`src/rtl/hw_sw_byte_bridge.sv`:
```
// hw_sw_byte_bridge: software byte-handshake bridge that assembles 16-byte blocks for a downstream core
// and, when HW_SW_BRIDGE_READBACK_EN is defined, returns result blocks to software one byte per read.
module hw_sw_byte_bridge (
    input  logic         clk_clk,
    input  logic         reset_reset_n,
    input  logic [7:0]   to_hw_port_export,
    input  logic [1:0]   to_hw_sig_export,
    output logic [7:0]   to_sw_port_export,
    output logic [1:0]   to_sw_sig_export,
    output logic [127:0] blk_data,
    output logic         blk_valid,
    input  logic         blk_ready,
    input  logic [127:0] res_data,
    input  logic         res_valid,
    output logic         res_ready
);
    typedef enum logic [2:0] {IDLE, WR_ACK, RD_ACK, CLR_ACK, HANDOFF} state_t;
    state_t       r_state, w_next;
    logic [127:0] r_wr_buf;
    logic [3:0]   r_wr_cnt;
    logic [7:0]   r_port;
    logic [6:0]   w_wr_base;
    logic         w_wr, w_rd, w_clr;
    assign w_wr      = r_state == IDLE && to_hw_sig_export == 2'b01;
    assign w_rd      = r_state == IDLE && to_hw_sig_export == 2'b10;
    assign w_clr     = r_state == IDLE && to_hw_sig_export == 2'b11;
    assign w_wr_base = 7'd120 - {r_wr_cnt, 3'b000};
    assign blk_data  = r_wr_buf;
    assign to_sw_port_export = r_port;
    // state register
    always_ff @(posedge clk_clk or negedge reset_reset_n)
        if (!reset_reset_n) r_state <= IDLE;
        else r_state <= w_next;
    // next state and state-decoded status outputs; a wrapped wr_cnt in WR_ACK means byte 15 just landed
    always_comb begin
        w_next = r_state;
        to_sw_sig_export = 2'b00;
        blk_valid = 1'b0;
        case (r_state)
            IDLE: w_next = w_wr ? WR_ACK : w_rd ? RD_ACK : w_clr ? CLR_ACK : IDLE;
            WR_ACK: begin
                to_sw_sig_export = 2'b01;
                if (to_hw_sig_export == 2'b00) w_next = (r_wr_cnt == 4'd0) ? HANDOFF : IDLE;
            end
            RD_ACK: begin
                to_sw_sig_export = 2'b10;
                if (to_hw_sig_export == 2'b00) w_next = IDLE;
            end
            CLR_ACK: begin
                to_sw_sig_export = 2'b01;
                if (to_hw_sig_export == 2'b00) w_next = IDLE;
            end
            HANDOFF: begin
                to_sw_sig_export = 2'b11;
                blk_valid = 1'b1;
                if (blk_ready) w_next = IDLE;
            end
            default: w_next = IDLE;
        endcase
    end
    // write buffer fill; clear rewinds the counter but keeps the buffer contents
    always_ff @(posedge clk_clk or negedge reset_reset_n)
        if (!reset_reset_n) begin
            r_wr_buf <= '0;
            r_wr_cnt <= '0;
        end else if (w_wr) begin
            r_wr_buf[w_wr_base +: 8] <= to_hw_port_export;
            r_wr_cnt <= r_wr_cnt + 4'd1;
        end else if (w_clr) begin
            r_wr_cnt <= '0;
        end
`ifdef HW_SW_BRIDGE_READBACK_EN
    logic [127:0] r_rd_buf;
    logic [3:0]   r_rd_cnt;
    logic         r_rd_avail;
    logic [6:0]   w_rd_base;
    assign w_rd_base = 7'd120 - {r_rd_cnt, 3'b000};
    assign res_ready = r_state == IDLE && to_hw_sig_export == 2'b00;
    // result capture and byte-wise readout; a fresh result always overwrites unread data
    always_ff @(posedge clk_clk or negedge reset_reset_n)
        if (!reset_reset_n) begin
            r_port     <= '0;
            r_rd_buf   <= '0;
            r_rd_cnt   <= '0;
            r_rd_avail <= 1'b0;
        end else begin
            if (w_rd) begin
                r_port <= r_rd_avail ? r_rd_buf[w_rd_base +: 8] : 8'h00;
                if (r_rd_avail) begin
                    r_rd_cnt <= r_rd_cnt + 4'd1;
                    if (r_rd_cnt == 4'd15) r_rd_avail <= 1'b0;
                end
            end
            if (w_clr) begin
                r_rd_cnt   <= '0;
                r_rd_avail <= 1'b0;
            end
            if (res_valid && res_ready) begin
                r_rd_buf   <= res_data;
                r_rd_cnt   <= '0;
                r_rd_avail <= 1'b1;
            end
        end
`else
    logic w_unused_res;
    assign w_unused_res = ^{res_data, res_valid};
    assign res_ready = 1'b0;
    // without readback every read returns zero through the normal handshake
    always_ff @(posedge clk_clk or negedge reset_reset_n)
        if (!reset_reset_n) r_port <= '0;
        else if (w_rd) r_port <= 8'h00;
`endif
endmodule
```
`config.mk`:
```
export PLATFORM = sky130hd
export DESIGN_NAME = hw_sw_byte_bridge
export DESIGN_NICKNAME = d
export VERILOG_FILES = /design/src/rtl/hw_sw_byte_bridge.sv
export SDC_FILE = /design/constraint.sdc
export NUM_CORES = 1
export LEC_CHECK = 0
export BUFFER_PORTS_ARGS = -buffer_cell sky130_fd_sc_hd__buf_2
export CORE_MARGIN = 2
export CORE_UTILIZATION = 46
export DETAILED_ROUTE_END_ITERATION = 8
export GPL_TIMING_DRIVEN = 0
export PLACE_DENSITY_LB_ADDON = 0.05
export SETUP_SLACK_MARGIN = 0.05
export SLEW_MARGIN = 20
export SYNTH_ARGS = -nofsm -noshare
export SYNTH_HDL_FRONTEND = slang
export SYNTH_SLANG_ARGS = --single-unit
```
`constraint.sdc`:
```
create_clock -name clk_clk -period 3.27 [get_ports clk_clk]
set_input_delay 0.981 -clock clk_clk [delete_from_list [all_inputs] [get_ports clk_clk]]
set_output_delay 0.981 -clock clk_clk [all_outputs]
set_load 0.05 [all_outputs]
```
# Word-level counts from Yosys, hierarchy flattened
# Index checks and enable logic that the tools add are counted.
[word_totals] register_bits=135 out_inout_bits=140
[classes] eq_ne=10 add_sub_neg=3 reduce_logical=10 n_shift=2 n_mux=13
[ops] op="128-bit bitwise mux" n=1
[ops] op="8-bit by 9-bit variable shift with 128-bit output, first input constant" n=1
[ops] op="8-bit by 9-bit variable part select with 128-bit output" n=1
[ops] op="3-bit 2-to-1 mux" n=4
[ops] op="3-bit case mux with 4 select lines" n=1
[ops] op="7-bit negation with 9-bit output" n=1
[ops] op="4-bit 2-to-1 mux" n=2
[ops] op="7-bit subtractor, first input constant" n=1
[ops] op="3-bit by 2-bit == test with 1-bit output, second input constant" n=2
[ops] op="2-bit 2-to-1 mux" n=3
[ops] op="2-bit case mux with 3 select lines" n=1
[ops] op="4-bit by 1-bit adder with 4-bit output, second input constant" n=1
[ops] op="2-bit == test, second input constant" n=2
[ops] op="4-bit logical NOT" n=1
[ops] op="2-bit != test, second input constant" n=2
[ops] op="2-bit OR reduction" n=2
[ops] op="3-bit by 1-bit == test with 1-bit output, second input constant" n=1
[ops] op="3-bit == test, second input constant" n=1
[ops] op="1-bit logical AND" n=3
[ops] op="3-bit logical NOT" n=1
[ops] op="3-bit AND reduction" n=1
[ops] op="2-bit by 1-bit == test with 1-bit output, second input constant" n=1
[ops] op="2-bit logical NOT" n=1
[ops] op="2-bit by 1-bit != test with 1-bit output, second input constant" n=1
[ops] op="other kinds (2)" n=2

# Depth between registers and ports, before layout
# Gate-level depths: netlist of the first run.
[logic_depth] word_depth=6 mapped_depth=8 depth_no_buf=6

# Worst setup path before layout of the first run
# OpenSTA, ideal clock, no wires.
[synth_timing] kind="input to register" start="input to_hw_sig_export[0]" end="register r_wr_buf[100] (netlist: blk_data[100])" t_required_ns=3.145 setup_slack_ns=0.427 setup_time_ns=0.125 arrival_ns=2.718 n_path_buf=1 stages=5 path_cell_list="or4b_4 -> or4_1 -> buf_2 -> nor3b_4 -> mux2_2"
[synth_via] elab_chain_cells=2
[synth_rtl] element="from (decl)" line="7" source="input logic [1:0] to_hw_sig_export,"
[synth_rtl] element="2-bit by 1-bit == test with 1-bit output" line="24" source="assign w_wr = r_state == IDLE && to_hw_sig_export == 2'b01;"
[synth_rtl] element="1-bit logical AND" line="24"
[synth_rtl] element="to (signal, indexed assignment)" line="67" source="r_wr_buf[w_wr_base +: 8] <= to_hw_port_export;"
[synth_rtl] element="to (decl)" line="19" source="logic [127:0] r_wr_buf;"
# Every way passes these cells.
# A chain may end at the register's enable or synchronous reset.

# Worst setup path after layout of the first run
[layout_timing] start="input to_hw_sig_export[0]" end="register r_wr_buf[115] (netlist: blk_data[115])"
# Same word-level chain as after synthesis.

==> summary.md, run 1 <==
| Metric | Value |
|---|---|
| Sequential area share after synthesis | `0.594` |
| Nets | `roughly 710` |
| Synth warn | `0` |
| CTS tree | `yes` |
| Max H-tree Level | `4` |
| Clock buffer depth | `2` |
| Final WL | `13000 um` |
| Worst-path clk slew | `around 60 ps` |
| Setup CP Type | `primary input to flip-flop` |
| First-pass GRT wire length | `just over 20000 um` |
| Routed vias/inst | `about 5.0` |
| Max-cap viol count | `0` |
| Area added between synthesis and finish | `28.2%` |
| CP endpoint kind | `flip-flop` |
| Final Wtd Congestion | `approximately 0.77` |
| Post-synth EDFFs | `0` |
| Io pins | `282` |
| Initial antenna violation count | `0` |
| Max FO, Critical Path | `8` |
| Die height | `~120 um` |
| Post-CTS Setup Bufs | `0` |
| Area contributors post-synth | `dfrtp_1 (59%), mux2_2 (25%), and2_1 (2.6%)` |
| Final ANT Viol Nets | `0` |
| Max VDD drop | `0.554 mV` |
| Layout cells sized above 1 | `0.555` |
| Area of the die | `about 13000 um2` |
| Worst Hold Class | `primary input to asynchronous set/reset pin` |
| Slew @ Worst Pin | `891 ps` |
| Initial Util | `0.471` |
| PnR worst setup slack | `416 ps` |
| N_diodes | `0` |
| Reg area | `~3400 um2` |
| # clock sinks | `approximately 140` |
| Post-synth top area cell | `dfrtp_1` |
| CORE AREA | `12100 um2` |
| CP Data Required Time | `3560 ps` |
| Minimum clock period | `2850 ps` |
| Met1 Track Usage GR | `0.284` |
| Hold_buf cts | `0` |
| Most frequent cell after synthesis | `dfrtp_1` |
| GR Util All Layers | `0.208` |
| Util after Layout | `0.604` |
| Worst setup SP type | `primary input` |
| Met3 Use GR | `0.0617` |
| Worst Path Arrival | `3150 ps` |
| Async set-reset flop share out of synthesis | `1.00` |
| Num CTS Buffers | `17` |
| Met2 Use GR | `0.318` |
| Vias in the first global route | `3672` |
| Synth Flop Type | `dfrtp_1` |
| Mean Syn Cell Area | `14.2 um2` |
| Die width | `115 um` |
| Final Hold Viols | `0` |
| Setup violators final | `0` |
| Iter 0 DRT Violations | `193` |
| Average routed wire per standard cell | `between 15 and 20 um` |
| Max-slew headroom | `0.404` |
| Worst-case clock skew | `5.64 ps` |
| Yosys cell types | `41` |
| Placed cell count | `between 700 and 800` |
| Status | `finished clean` |
| # DRC | `0` |
| Leakage power | `between 0.004 and 0.005 uW` |
| FP Rows | `40` |
| Synthesized cell area | `5680 um2` |
| Hpwl dp | `8820 um` |
| Peak Freq | `0.350 GHz` |
| CTS Root Cell | `clkbuf_16` |
| Power per standard cell area | `888 nW/um2` |
| Period Utilization, post-route | `0.873` |
| Fillers | `993` |
| Slew Limit Fails | `0` |
| Top Usage Layer GRT | `met2` |
| Post-CTS sizing | `0` |
| Synth top area share | `0.594` |
| Most frequent cells after synthesis | `dfrtp_1 (135), mux2_2 (126), and2_1 (24)` |
| Pre-antenna DRT Iters | `6` |
| Gate Count Post-Synth | `399` |
| Port Buffers | `140` |
| Largest net degree at the start of global routing | `70` |
| Vias after detailed routing | `3709` |
| Final total power | `6470 uW` |
| Hold slack | `495 ps` |
| Worst-Skew Late Latency | `410 ps` |
| Multi-input combinational cell area | `2170 um2` |
| Gr ovfl total | `0` |
| Unrepaired setup endpoints after global routing | `false` |
| #FFs+latches synth | `135` |
| DP Worst Slack | `-15.2 ps` |
| Post-route insts no fill | `~750` |
## metrics by stage
stage	area, um2	TNS [ps]
finish	7290	0
CTS	7280	0
detailed placement	6660	-76.6
global route	7290	0
global placement	6630	-72480
floorplan	5710	0
## sequential cells by signal (all words and copies together), names as in the netlist
| register | cells |
|---|---|
| blk_data | 128 |
| r_wr_cnt | 4 |
| r_state | 3 |
## final cells by class
type | count | share of cell area
Multi-Input combinational cell | 238 | 0.298
Inverter | 8 | 0.00412
Clock inverter | 8 | 0.0161
Timing Repair Buffer | 141 | 0.101
Buffer | 26 | 0.0189
Sequential cell | 135 | 0.464
Clock buffer | 24 | 0.0689
Tap cell | 168 | 0.0288
## placed cells by master, fill, tap and decap left out, types with 2 or more instances in the layout
master / count
a21oi_1: 3
and2_1: 24
buf_1: 4
buf_2: 144
buf_4: 9
bufinv_16: 3
clkbuf_1: 10
clkbuf_16: 17
clkbuf_8: 5
clkinv_2: 4
conb_1: 9
dfrtp_1: 135
ha_1: 3
inv_1: 8
mux2_2: 126
mux2i_1: 3
nand2_1: 11
nand2b_1: 4
nand3_1: 3
nand4b_1: 2
nor2_1: 9
nor2b_1: 5
nor3_4: 2
o21ai_0: 8
or2_2: 2
or3_1: 2
xnor2_1: 4
## critical path, cell delays in order
cell and delay [ps]:
buf_2 130, nor4b_2 590, nand4b_1 360, nor3b_2 670, mux2_2 410
## logic make-up after synthesis
group | count (synthesis) | share of synthesized area
AOI/OAI and AO/OA | 15 | 0.0147
xor gates and xnor gates | 5 | 0.00770
adders and majority gates | 3 | 0.00660
buffers and inverters | 34 | 0.0295
DFF | 135 | 0.594
muxes | 129 | 0.255
other | 1 | 0.000660
and+or+nand+nor | 77 | 0.0916
## power by group
part	internal (uW)	switching (uW)	total, uW
Combinational	615	1710	2330
Sequential	1980	173	2160
Clock	1300	688	1980
Total	3900	2570	6470
## metal layers
metal  vias to the layer above  part of all wire
met1                      1885              0.46
met4                         0             0.010
met2                       113              0.47
met5                         -                 0
met3                        11             0.058
li1                       1700                 -
## path summary, 6_finish.rpt
check	startpoint	end	slack (ps)	cells past startpoint
setup / recovery	to_hw_sig_export[0]	blk_data[115]	420	5
hold / removal	reset_reset_n	blk_data[50]	500	1
setup reg to reg	r_wr_cnt[1]	blk_data[80]	440	7
hold reg to reg	blk_data[111]	blk_data[111]	500	1
max in group asynchronous	reset_reset_n	blk_data[27]	2070	2
min in group clk_clk	blk_data[111]	blk_data[111]	500	1
(Power assumes the default switching activity.)
==> inputs of run 2 (changes only) <==
--- a/config.mk
+++ b/config.mk
@@ -10,7 +10,7 @@
 export CORE_UTILIZATION = 46
 export DETAILED_ROUTE_END_ITERATION = 8
 export GPL_TIMING_DRIVEN = 0
-export PLACE_DENSITY_LB_ADDON = 0.05
+export PLACE_DENSITY = 0.8
 export SETUP_SLACK_MARGIN = 0.05
 export SLEW_MARGIN = 20
 export SYNTH_ARGS = -nofsm -noshare
==> run 2 against run 1 <==
Effect of this change:
- routed wire length increased by 5.4%
- clock power decreased by 13%
- via count increased by 1.8%
- clock skew decreased by 1.3 ps
- critical endpoint is now blk_data[46]
==> summary.md, run 2 (same netlist as run 1, synthesis figures left out) <==
| Metric | Value |
|---|---|
| R2R Path End | `blk_data[96]` |
| Post-CTS Setup Bufs | `0` |
| First-pass GRT wire length | `21000 um` |
| Max FO, Critical Path | `8` |
| Vias after detailed routing | `3774` |
| Util after Layout | `0.596` |
| Iter 0 DRT Violations | `~220` |
| Status | `finished clean` |
| FP Rows | `40` |
| Period Utilization, post-route | `0.890` |
| GR Util All Layers | `0.216` |
| CP Data Required Time | `3570 ps` |
| Initial Util | `0.471` |
| Commonest cells after routing, fill and taps aside | `buf_2 (144), dfrtp_1 (135), mux2_2 (126)` |
| Critical R2R Launch | `r_wr_cnt[0]` |
| Final Wtd Congestion | `0.850` |
| Vias in the first global route | `3913` |
| Die width | `115 um` |
| Max VDD drop | `0.394 mV` |
| Largest net degree at the start of global routing | `98` |
| Commonest non-fill, non-tap cell in the layout | `buf_2` |
| Reg2Reg Depth | `7` |
| Setup violators final | `0` |
| CTS Root Cell | `clkbuf_16` |
| Max H-tree Level | `4` |
| # clock sinks | `135` |
| Fillers | `around 980` |
| Initial antenna violation count | `0` |
| Port Buffers | `between 100 and 150` |
| Worst-case clock skew | `4.38 ps` |
| Slew @ Worst Pin | `851 ps` |
| Post-CTS sizing | `0` |
| Routed vias/inst | `about 5.1` |
| Area added between synthesis and finish | `26.5%` |
| Worst-path clk slew | `50 ps` |
| Worst setup SP type | `primary input` |
| Io pins | `282` |
| Max reg flops | `about 130` |
| Reg2Reg Setup Slack | `about 400 ps` |
| Final Hold Viols | `0` |
| Slew Limit Fails | `0` |
| Multi-input combinational cell area | `between 2000 and 2500 um2` |
| Area of the die | `13300 um2` |
| Crit path from | `to_hw_sig_export[0]` |
| Nets | `roughly 710` |
| Die height | `115 um` |
| Worst-Skew Late Latency | `410 ps` |
| Layout cells sized above 1 | `0.548` |
| Num CTS Buffers | `17` |
| Hpwl dp | `9390 um` |
| Worst Path Arrival | `between 3000 and 4000 ps` |
| Leakage power | `0.00397 uW` |
| Max-slew headroom | `0.431` |
| Minimum clock period | `2910 ps` |
| Setup CP Type | `primary input to flip-flop` |
| Unrepaired setup endpoints after global routing | `false` |
| Reg area | `roughly 3400 um2` |
| CORE AREA | `12100 um2` |
| Average routed wire per standard cell | `18.4 um` |
| Final WL | `13700 um` |
| CTS tree | `yes` |
| PnR worst setup slack | `359 ps` |
| Gr ovfl total | `0` |
| Pre-antenna DRT Iters | `4` |
| Power per standard cell area | `866 nW/um2` |
| Hold_buf cts | `0` |
| Setup TNS | `0 ps` |
| Max-cap viol count | `0` |
| # DRC | `0` |
| Clock buffer depth | `2` |
| Final ANT Viol Nets | `0` |
| DP Worst Slack | `-43.6 ps` |
| Crit path capture | `blk_data[46]` |
| Peak Freq | `approximately 0.34 GHz` |
| CP endpoint kind | `flip-flop` |
| Worst Hold Class | `primary input to asynchronous set/reset pin` |
| N_diodes | `0` |
run 2: cell types whose count changed in the layout (fill, tap and decap cells not counted), sizes merged:
| cell | before | now |
|---|---|---|
| bufinv | 3 | 1 |
| clkinvlp | 1 | 0 |
run 2: area by class of cell:
class / count / area share
buffer: 26 / 0.0191
clock buffer: 24 / 0.0656
clock inverter: 5 / 0.00696
inverter: 8 / 0.00418
multi-input combinational: 238 / 0.302
sequential: 135 / 0.470
tap: 168 / 0.0292
timing repair buffer: 141 / 0.103
run 2: metrics by stage:
stage	std cells	power (uW)	instance area, um2	hold slack (ps)
6_report	745	6230	7190	438
5_1_grt	745	6530	7190	438
4_1_cts	745	6270	7180	435
3_5_place_dp	716	4540	6660	487
3_3_place_gp	715	4460	6630	483
2_1_floorplan	407	3940	5710	551
run 2: report_power, final:
group          total (uW)  internal [uW]  switching (uW)
sequential           2170           1990             183
combinational        2340            615            1730
clock                1720           1070             651
run 2: routing by layer:
metal	global-route usage	part of all wire
met2	0.346	0.49
met5	0	0
met3	0.0833	0.064
met1	0.269	0.43
met4	0.0795	0.019
run 2: worst min path at each step:
stage | start | slack (ps) | endpoint | cells after the start
2_1_floorplan | r_state[2] | 550 | r_state[1] | 2
3_3_place_gp | blk_data[75] | 480 | blk_data[75] | 1
3_5_place_dp | blk_data[85] | 490 | blk_data[85] | 1
4_1_cts | reset_reset_n | 440 | blk_data[91] | 1
5_1_grt | reset_reset_n | 440 | blk_data[91] | 1
6_report | reset_reset_n | 440 | blk_data[123] | 1
run 2: critical path, stage by stage:
cell and delay, ps:
buf_2 130, nor4b_2 600, nand2b_1 310, nor4b_4 770, mux2_2 410
